File: src/rtl/arb_mux_pkg.sv
// Shared constants and helpers for the arb_mux round-robin multiplexer.
package arb_mux_pkg;

  localparam int unsigned ARB_MUX_MAX_CHANNELS = 16;

  // Wide enough for any legal channel index.
  typedef logic [$clog2(ARB_MUX_MAX_CHANNELS)-1:0] sel_t;

  function automatic int unsigned sel_width(input int unsigned n);
    return (n > 1) ? $clog2(n) : 1;
  endfunction

  function automatic int unsigned rr_next(input int unsigned idx, input int unsigned n);
    return (idx >= n - 1) ? 0 : idx + 1;
  endfunction

endpackage

File: src/rtl/arb_mux_rr_arbiter.sv
// Combinational round-robin arbiter: first request at or above i_ptr, else lowest request.
module rr_arbiter
  import arb_mux_pkg::*;
#(
  parameter int unsigned N  = 4,
  parameter int unsigned SW = 2
) (
  input  logic [N-1:0]  i_req,
  input  logic [SW-1:0] i_ptr,
  input  logic          i_en,
  output logic [N-1:0]  o_grant,
  output logic [SW-1:0] o_idx,
  output logic          o_any
);

  logic w_found;

  always_comb begin
    w_found = 1'b0;
    o_idx   = '0;
    for (int unsigned i = 0; i < N; i++) begin
      if (!w_found && i_req[i] && (i >= 32'(i_ptr))) begin
        w_found = 1'b1;
        o_idx   = SW'(i);
      end
    end
    // Nothing at or above the pointer: wrap to the lowest requester.
    for (int unsigned i = 0; i < N; i++) begin
      if (!w_found && i_req[i]) begin
        w_found = 1'b1;
        o_idx   = SW'(i);
      end
    end
    o_any = w_found;
    for (int unsigned i = 0; i < N; i++) begin
      o_grant[i] = i_en && w_found && (SW'(i) == o_idx);
    end
  end

endmodule

File: src/rtl/arb_mux.sv
// N-channel round-robin multiplexer with a registered output stage.
// Optional burst lock mode enabled by defining ARB_MUX_LOCK_EN.
module arb_mux
  import arb_mux_pkg::*;
#(
  parameter  int unsigned width    = 32,
  parameter  int unsigned channels = 4,
  localparam int unsigned SELW     = sel_width(channels)
) (
  input  logic                clk,
  input  logic                rst_n,
  input  logic [channels-1:0] in_valid,
  input  logic [width-1:0]    in_data [channels],
  output logic [channels-1:0] in_ready,
`ifdef ARB_MUX_LOCK_EN
  input  logic [channels-1:0] in_last,
  output logic                out_last,
`endif
  output logic                out_valid,
  output logic [width-1:0]    out_data,
  output logic [SELW-1:0]     out_sel,
  input  logic                out_ready
);

  logic                r_out_valid;
  logic [width-1:0]    r_out_data;
  logic [SELW-1:0]     r_out_sel;
  logic [SELW-1:0]     r_rr_ptr;
  logic                w_can_load;
  logic                w_any;
  logic [SELW-1:0]     w_idx;
  logic [channels-1:0] w_req;
  logic [channels-1:0] w_grant;
  logic [SELW-1:0]     w_ptr_next;

  assign w_can_load = !r_out_valid || out_ready;
  assign w_ptr_next = SELW'(rr_next(32'(w_idx), channels));

`ifdef ARB_MUX_LOCK_EN
  logic            r_lock;
  logic [SELW-1:0] r_lock_ch;
  logic            r_out_last;

  // While a burst is open only the locked channel may compete.
  always_comb begin
    w_req = in_valid;
    if (r_lock) begin
      w_req            = '0;
      w_req[r_lock_ch] = in_valid[r_lock_ch];
    end
  end

  assign out_last = r_out_last;
`else
  assign w_req = in_valid;
`endif

  rr_arbiter #(
    .N (channels),
    .SW(SELW)
  ) u_rr_arbiter (
    .i_req  (w_req),
    .i_ptr  (r_rr_ptr),
    .i_en   (w_can_load && rst_n),
    .o_grant(w_grant),
    .o_idx  (w_idx),
    .o_any  (w_any)
  );

  assign in_ready = w_grant;

  always_ff @(posedge clk or negedge rst_n) begin
    if (!rst_n) begin
      r_out_valid <= 1'b0;
      r_out_data  <= '0;
      r_out_sel   <= '0;
      r_rr_ptr    <= '0;
`ifdef ARB_MUX_LOCK_EN
      r_out_last  <= 1'b0;
      r_lock      <= 1'b0;
      r_lock_ch   <= '0;
`endif
    end else if (w_can_load) begin
      if (w_any) begin
        r_out_valid <= 1'b1;
        r_out_data  <= in_data[w_idx];
        r_out_sel   <= w_idx;
`ifdef ARB_MUX_LOCK_EN
        r_out_last  <= in_last[w_idx];
        if (!in_last[w_idx]) begin
          r_lock    <= 1'b1;
          r_lock_ch <= w_idx;
        end else begin
          r_lock    <= 1'b0;
          r_rr_ptr  <= w_ptr_next;
        end
`else
        r_rr_ptr    <= w_ptr_next;
`endif
      end else begin
        r_out_valid <= 1'b0;
      end
    end
  end

  assign out_valid = r_out_valid;
  assign out_data  = r_out_data;
  assign out_sel   = r_out_sel;

endmodule

File: config.mk
export PLATFORM = sky130hd
export DESIGN_NAME = arb_mux
export DESIGN_NICKNAME = d
export VERILOG_FILES = /design/src/rtl/arb_mux_pkg.sv /design/src/rtl/arb_mux_rr_arbiter.sv /design/src/rtl/arb_mux.sv
export SDC_FILE = /design/constraint.sdc
export NUM_CORES = 1
export LEC_CHECK = 0
export BUFFER_PORTS_ARGS = -buffer_cell sky130_fd_sc_hd__buf_4
export CAP_MARGIN = 30
export CORE_MARGIN = 2
export CORE_UTILIZATION = 31
export CTS_BUF_LIST = sky130_fd_sc_hd__clkbuf_8
export CTS_CLUSTER_SIZE = 20
export DETAILED_ROUTE_END_ITERATION = 6
export PLACE_DENSITY = 0.59
export SYNTH_ARGS = -nofsm -noshare
export SYNTH_HDL_FRONTEND = slang
export SYNTH_SLANG_ARGS = --single-unit
File: constraint.sdc
create_clock -name clk -period 4.6 [get_ports clk]
set_clock_uncertainty 0.05 [all_clocks]
set_input_delay 0.46 -clock clk [delete_from_list [all_inputs] [get_ports clk]]
set_output_delay 0.46 -clock clk [all_outputs]
set_load 0.02 [all_outputs]
==> results of run 1 <==
[registers in the layout, summed over array words and instances, names as in the netlist]
register and flops:
out_data 32, out_sel 2, out_valid 1, r_rr_ptr 2
[per-stage QoR]
step	cells	util [%]	cell area, um2	setup slack [ns]
detailed placement	557	47.6	4110	1.55
CTS	565	48.5	4190	1.28
finish	566	48.9	4220	1.31
floorplan	305	-	2740	2.35
global route	566	48.9	4220	1.12
global placement	556	47.4	4090	1.51
[layout make-up]
class                   instances  area (um2)  share of cell area, %
multi-input cells             231        1690                   40.0
repair buffers                180        1380                   32.7
flip-flops and latches         37         926                   21.9
well taps                     108         135                   3.20
clock buffers                   5        68.8                   1.63
clock inverters                 3        13.8                  0.326
inverters                       2        7.51                  0.178
[layer usage]
layer | global-route usage [%] | up-vias | part of all wire [%]
li1 | - | 1503 | -
met1 | 27.1 | 1508 | 43
met2 | 36.4 | 129 | 49
met3 | 3.08 | 16 | 5.8
met4 | 6.41 | 0 | 2.2
met5 | 0 | - | 0
[kinds of logic after synthesis]
kind of cell | Yosys count | share of synthesized area (%)
DFF | 37 | 33.8
AOI/OAI and AO/OA | 106 | 30.6
buffers and inverters | 37 | 5.48
and+or+nand+nor | 89 | 16.6
adders and majority gates | 4 | 1.83
muxes | 32 | 11.7
[path summary, 6_finish.rpt]
kind | depth (start not counted) | end
max in group asynchronous | 1 | out_valid
worst max-delay path | 7 | in_ready[0]
worst min register to register | 2 | out_sel[0]
worst max register to register | 7 | out_data[2]
worst min-delay path | 1 | out_data[24]
min in group clk | 3 | out_valid
[worst max-delay path, delay by kind of cell, from the launching register on]
kind	cells	cell delay (ns)
AOI/OAI and AO/OA	1	0.80
buffers and inverters	2	0.57
and+or+nand+nor	3	0.45
DFF	1	0.44
adders and majority gates	1	0.23
[report_power, final]
part	switching (uW)	leakage [uW]	total (uW)	internal, uW
clock	124	0.0000491	227	103
combinational	666	0.00153	1170	499
sequential	86.3	0.000453	547	461
total	876	0.00203	1940	1060
[cells in the final DEF, fill, tap and decap left out, types with 2 or more instances in the layout]
cell	netlist	final
a211o_1	32	32
and3_1	4	4
buf_4	3	178
clkbuf_8	0	5
clkinv_2	0	2
dfrtp_1	37	37
ha_1	4	4
inv_2	2	2
mux2i_1	32	32
nand2_1	40	40
nand2b_1	3	3
nand4_1	32	32
nor2_1	5	4
o211ai_1	32	32
o21ai_0	2	2
o31ai_1	33	33
==> out/qor.csv, run 1 <==
metric;value;unit
irDropWorstVdd;174;uV
startpoint;r_rr_ptr[1];
syn_area;2740;um2
hold_path.class;in -> async;
clk_pin_slew;0.08;ns
diodes;0;
die-width;98.0;um
clock-sinks;37;
hold_slack;0.105;ns
vias;3156;
grt_pass1_wl;16.7;mm
pin_count;174;
startpoint_type;flop;
ctsHoldBuffers;0;
vias_per_cell;5.58;
setup_viol;0;
die_y;98.0;um
drv_slew;0;
async_flop_share;100;%
root_buffer;clkbuf_8;
initial_utilization;31.7;%
port_buffers;173;
netlist_top_cells_area;dfrtp_1 (34%), mux2i_1 (12%), a211o_1 (10%);
setup_tns;0;ns
cts_made_buffers;5;
num_rows;34;
yosysWarningCount;0;
gp_congestion;0.754;
track_usage;21.0;%
fmax;304;MHz
ant_nets;0;
synth_nets;444;
syn_avg_cell_area;8.98;um2
grt_max_degree;42;
worstMarginPinSlew;0.979;ns
wl_per_cell;18.1;um
cts_tree;done;
dp_hpwl;7.23;mm
postCtsSetupRepairBufs;0;
antenna_found_initial;0;
drv_cap;0;
crit_type;reg -> out;
crit_fanout;33;
wl;10.2;mm
firstDrtPassIters;5;
status;complete, no violations;
insertion_delay;0.28;ns
path_cells;nand2b_1 -> a21oi_4 -> nor3_4 -> inv_2 -> ha_1 -> and3_1 -> buf_4;
postSynthCellCount;305;
post-synth-top-count-cell;nand2_1;
arrival;2.78;ns
synth_edf_count;0;
r2r_slack;1.67;ns
drive_gt1_share;42.8;%
cp_slowest_stage_delay;0.80;ns
drt-initial-drc-count;105;
synthToLayoutAreaGrowth;54.0;%
seq_area_frac_synth;33.8;%
synth_top_area_share;33.8;%
grt_pass1_vias;3320;
end_kind;primary output;
yosys.area.top_type;dfrtp_1;
synthFlopType;dfrtp_1;
period_minus_slack;3.29;ns
die_area;9610;um2
power;1940;uW
fillers;868;
crit_slowest_cell;a21oi_4;
synth.distinct_cells;28;
drc;0;
clockBufferDepth;2;
synth_commonest_cells;nand2_1 (40), dfrtp_1 (37), o31ai_1 (33);
fin_crit_sh;71.5;%
core;8640;um2
cts_max_level;2;
power.density;460;nW/um2
p_leak;0.00203;uW
cts_resized;0;
slew_headroom;34.6;%
ys_ff_latch;37;
finalHoldViolCount;0;
grt_overflow_total;0;
rr_startpoint;r_rr_ptr[1];
rsz0062_at_grt;false;
worstPathRequired;4.09;ns
fin_nets;596;
(Power assumes the default switching activity.)
==> run 2: changes to the inputs <==
PLACE_DENSITY = 0.61   (was 0.59)
clock period = 2.7 ns   (was 4.6 ns; I/O delays follow)
==> run 2 against run 1 <==
Clock-buffer cell count rose by 2. Hold slack improved by 0.096 ns. Non-clock buffer count is 4 higher. Largest cell class unchanged. Register-to-register slack worse by 1.2 ns. Critical endpoint unchanged.
==> out/qor.csv, run 2 (same netlist as run 1, synthesis figures left out) <==
metric;value;unit
status;complete, no violations;
gr-max-usage-layer;met2;
final_common_cell;buf_4;
end_kind;primary output;
drc;0;
cts_tree;done;
grt_overflow_total;0;
grt_max_degree;42;
cp_slowest_stage_delay;0.44;ns
cts_made_buffers;5;
crit_slowest_cell;dfrtp_1;
wl_per_cell;17.9;um
hold_path.class;in -> reg;
diodes;0;
switching_share;44.6;%
grt_pass1_vias;3203;
power;3390;uW
arrival;2.19;ns
firstDrtPassIters;4;
wl;10.2;mm
setup_tns;0;ns
grtUsageMet2;35.1;%
drt-initial-drc-count;171;
grt_pass1_wl;16.2;mm
ant_nets;0;
p_leak;0.00205;uW
drv_slew;0;
initial_utilization;31.7;%
drive_gt1_share;43.3;%
power_switching;1510;uW
antenna_found_initial;0;
power.density;797;nW/um2
cts_resized;0;
irDropWorstVdd;388;uV
setup_slack;0.185;ns
fin_util;49.3;%
largest_register_ffs;32;
core;8640;um2
critPathBufInv;2;
crit_fanout;19;
finalHoldViolCount;0;
power_frac_clock;13.2;%
clk_pin_slew;0.08;ns
root_buffer;clkbuf_8;
dp_slack;0.426;ns
final_cell_mix;buf_4 (182), nand2_1 (40), dfrtp_1 (37);
slew_headroom;52.8;%
grt_use_met1;26.6;%
port_buffers;173;
dp_hpwl;7.14;mm
num_rows;34;
die_y;98.0;um
clockBufferDepth;2;
startpoint_type;flop;
drv_cap;0;
p_comb_share;59.3;%
fmax;398;MHz
ctsHoldBuffers;1;
p_int;1880;uW
die-width;98.0;um
track_usage;20.5;%
path_cells;nor2b_1 -> o21a_2 -> nor3_4 -> inv_2 -> ha_1 -> and3_1 -> buf_4;
synthToLayoutAreaGrowth;55.3;%
fillers;840;
cts_max_level;2;
crit_type;reg -> out;
cpLargestDelayFamily;simple AND/OR/NAND/NOR gates;
vias;3198;
p_seq_share;27.6;%
worstMarginPinSlew;0.708;ns
setup_viol;0;
die_area;9610;um2
use_met3;4.58;%
pin_count;174;
gp_congestion;0.798;
fin_nets;600;
clock-sinks;37;
rsz0062_at_grt;false;
insertion_delay;0.29;ns
worstPathRequired;2.38;ns
fin_crit_sh;93.1;%
period_minus_slack;2.51;ns
vias_per_cell;5.61;
postCtsSetupRepairBufs;0;
run 2: cell count changes in the layout (fill, tap and decap cells not counted), sizes merged:
| cell | delta |
|---|---|
| dlygate4sd3 | +1 |
| clkinv | -1 |
| clkbuf | +2 |
| inv | -1 |
| buf | +3 |
run 2: per-layer routing:
layer | routed length, um | up-vias
met3 | 831 | 8
met5 | 0 | -
met2 | 5030 | 154
met4 | 95 | 0
li1 | - | 1510
met1 | 4270 | 1526
run 2: power by group through the flow:
stage               logic, uW  clock network [uW]  registers [uW]
floorplan                 956                   0            1190
global placement         2000                   0             939
detailed placement       2020                   0             942
CTS                      2020                 455             936
global route             2160                 480             963
finish                   2010                 447             934
run 2: area by class of cell:
class | instances | area (um2) | area share [%]
Clock buffer | 7 | 96.3 | 2.26
Clock inverter | 1 | 5.00 | 0.118
Inverter | 2 | 7.51 | 0.176
Multi-Input combinational cell | 231 | 1690 | 39.7
Sequential cell | 37 | 926 | 21.8
Tap cell | 108 | 135 | 3.18
Timing Repair Buffer | 184 | 1400 | 32.8
run 2: metrics by stage:
stage | hold WS [ns] | instances | cell area [um2]
after floorplan | -0.0756 | 305 | 2740
after global placement | 0.253 | 561 | 4140
after detailed placement | 0.249 | 561 | 4140
after CTS | 0.190 | 570 | 4260
after global routing | 0.204 | 570 | 4260
final | 0.201 | 570 | 4260
run 2: final timing paths:
check,start,to,slack [ns],cells after the start
setup reg to reg,r_rr_ptr[1],out_data[4],0.45,7
min in group asynchronous,rst_n,out_data[27],0.46,2
hold / removal,in_valid[2],out_valid,0.20,3
setup / recovery,r_rr_ptr[1],in_ready[0],0.19,7
hold reg to reg,out_data[1],out_data[1],0.45,2
max in group asynchronous,rst_n,out_data[20],1.76,2
run 2: tightest hold or removal path: stages:
cell	delay, ns
buf_4	0.11
nor2_1	0.07
nand3_1	0.06
==> run 3: changes to the inputs <==
RECOVER_POWER = 100   (was unset)
==> run 3 against run 2 <==
Routed wire length about the same. Maximum frequency barely moved. Combinational power shrank 10%. Global-route usage did not move. Clock-buffer cell count stayed put. Hold slack better by 0.0012 ns. Critical path type unchanged. Largest cell class unchanged.
==> out/qor.csv, run 3 (same netlist as run 1, synthesis figures left out) <==
metric;value;unit
wl_per_cell;17.9;um
p_leak;0.00191;uW
irDropWorstVdd;387;uV
top_layer;met4;
rr_startpoint;r_rr_ptr[1];
fin_crit_sh;93.2;%
track_usage;20.5;%
pin_count;174;
largest_register_ffs;32;
wl_met2;5.02;mm
worstPathRequired;2.38;ns
ctsHoldBuffers;1;
grt_max_degree;42;
met3WireLength;812;um
slew_headroom;28.5;%
setup_tns;0;ns
stdcell_count;570;
crit_fanout;19;
startpoint;r_rr_ptr[1];
clockBufferDepth;2;
rsz0062_at_grt;false;
die-width;98.0;um
finalHoldViolCount;0;
startpoint_type;flop;
drv_cap;0;
postCtsSetupRepairBufs;0;
firstDrtPassIters;4;
crit_type;reg -> out;
die_y;98.0;um
grt_pass1_wl;16.2;mm
num_rows;34;
cts_tree;done;
insertion_delay;0.29;ns
drc;0;
die_area;9610;um2
setup_viol;0;
cts_resized;0;
initial_utilization;31.7;%
worstMarginPinSlew;1.07;ns
ant_nets;0;
vias;3155;
root_buffer;clkbuf_8;
clk_pin_slew;0.08;ns
vias_per_cell;5.54;
gp_congestion;0.798;
port_buffers;173;
cts_made_buffers;5;
arrival;2.20;ns
drt-initial-drc-count;158;
final_cell_mix;buf_4 (141), nand2_1 (40), dfrtp_1 (37);
fmax;397;MHz
fin_util;47.4;%
status;complete, no violations;
cts_max_level;2;
end_kind;primary output;
dp_hpwl;7.14;mm
grt_pass1_vias;3203;
wl;10.2;mm
power.density;778;nW/um2
synthToLayoutAreaGrowth;49.5;%
antenna_found_initial;0;
diodes;0;
clock-sinks;37;
fin_nets;600;
final_common_cell;buf_4;
drive_gt1_share;35.5;%
hold_path.class;in -> reg;
grt_overflow_total;0;
place_area;4140;um2
period_minus_slack;2.52;ns
fin_area;4100;um2
min-delay-start;in_valid[2];
core;8640;um2
wl_met1;4.31;mm
placed_cells;561;
drv_slew;0;
==> run 3: metrics by stage <==
step	total power, uW	hold WS, ns	setup WS, ns
3_5_place_dp	2960	0.249	0.426
6_report	3180	0.202	0.184
5_1_grt	3400	0.204	0.0340
3_3_place_gp	2940	0.253	0.480
2_1_floorplan	2150	-0.0756	0.675
4_1_cts	3410	0.190	0.151
==> run 3: layout make-up <==
type	count	area, um2
Tap cell	108	135
Fill cell	880	4540
Multi-Input combinational cell	231	1690
Inverter	2	7.51
Sequential cell	37	926
Timing Repair Buffer	184	1240
Clock inverter	1	5.00
Clock buffer	7	96.3
==> run 3: where the power goes <==
group          leakage, uW  switching [uW]  internal (uW)  total [uW]
sequential        0.000453             144            785         929
clock            0.0000542             215            231         447
combinational      0.00140            1140            665        1810
==> run 3: per-layer routing <==
metal / global-route usage, % / vias up
li1: - / 1510
met2: 35.1 / 145
met1: 26.6 / 1492
met5: 0 / -
met4: 4.38 / 0
met3: 4.58 / 8
==> run 3: worst max-delay path, cell delays in order (launching register included) <==
cell and delay (ns):
dfrtp_1 0.44, nor2b_1 0.18, o21a_2 0.22, nor3_4 0.24
inv_2 0.25, ha_1 0.26, and3_1 0.15, clkbuf_2 0.15
==> run 3: worst paths after layout <==
path / end / slack [ns] / cells after the start
max reg2reg: out_data[4] / 0.24 / 7
min: out_valid / 0.20 / 3
max in group asynchronous: out_data[20] / 1.28 / 2
min reg2reg: out_data[1] / 0.45 / 2
max: in_ready[0] / 0.18 / 7
min in group asynchronous: out_valid / 0.66 / 2
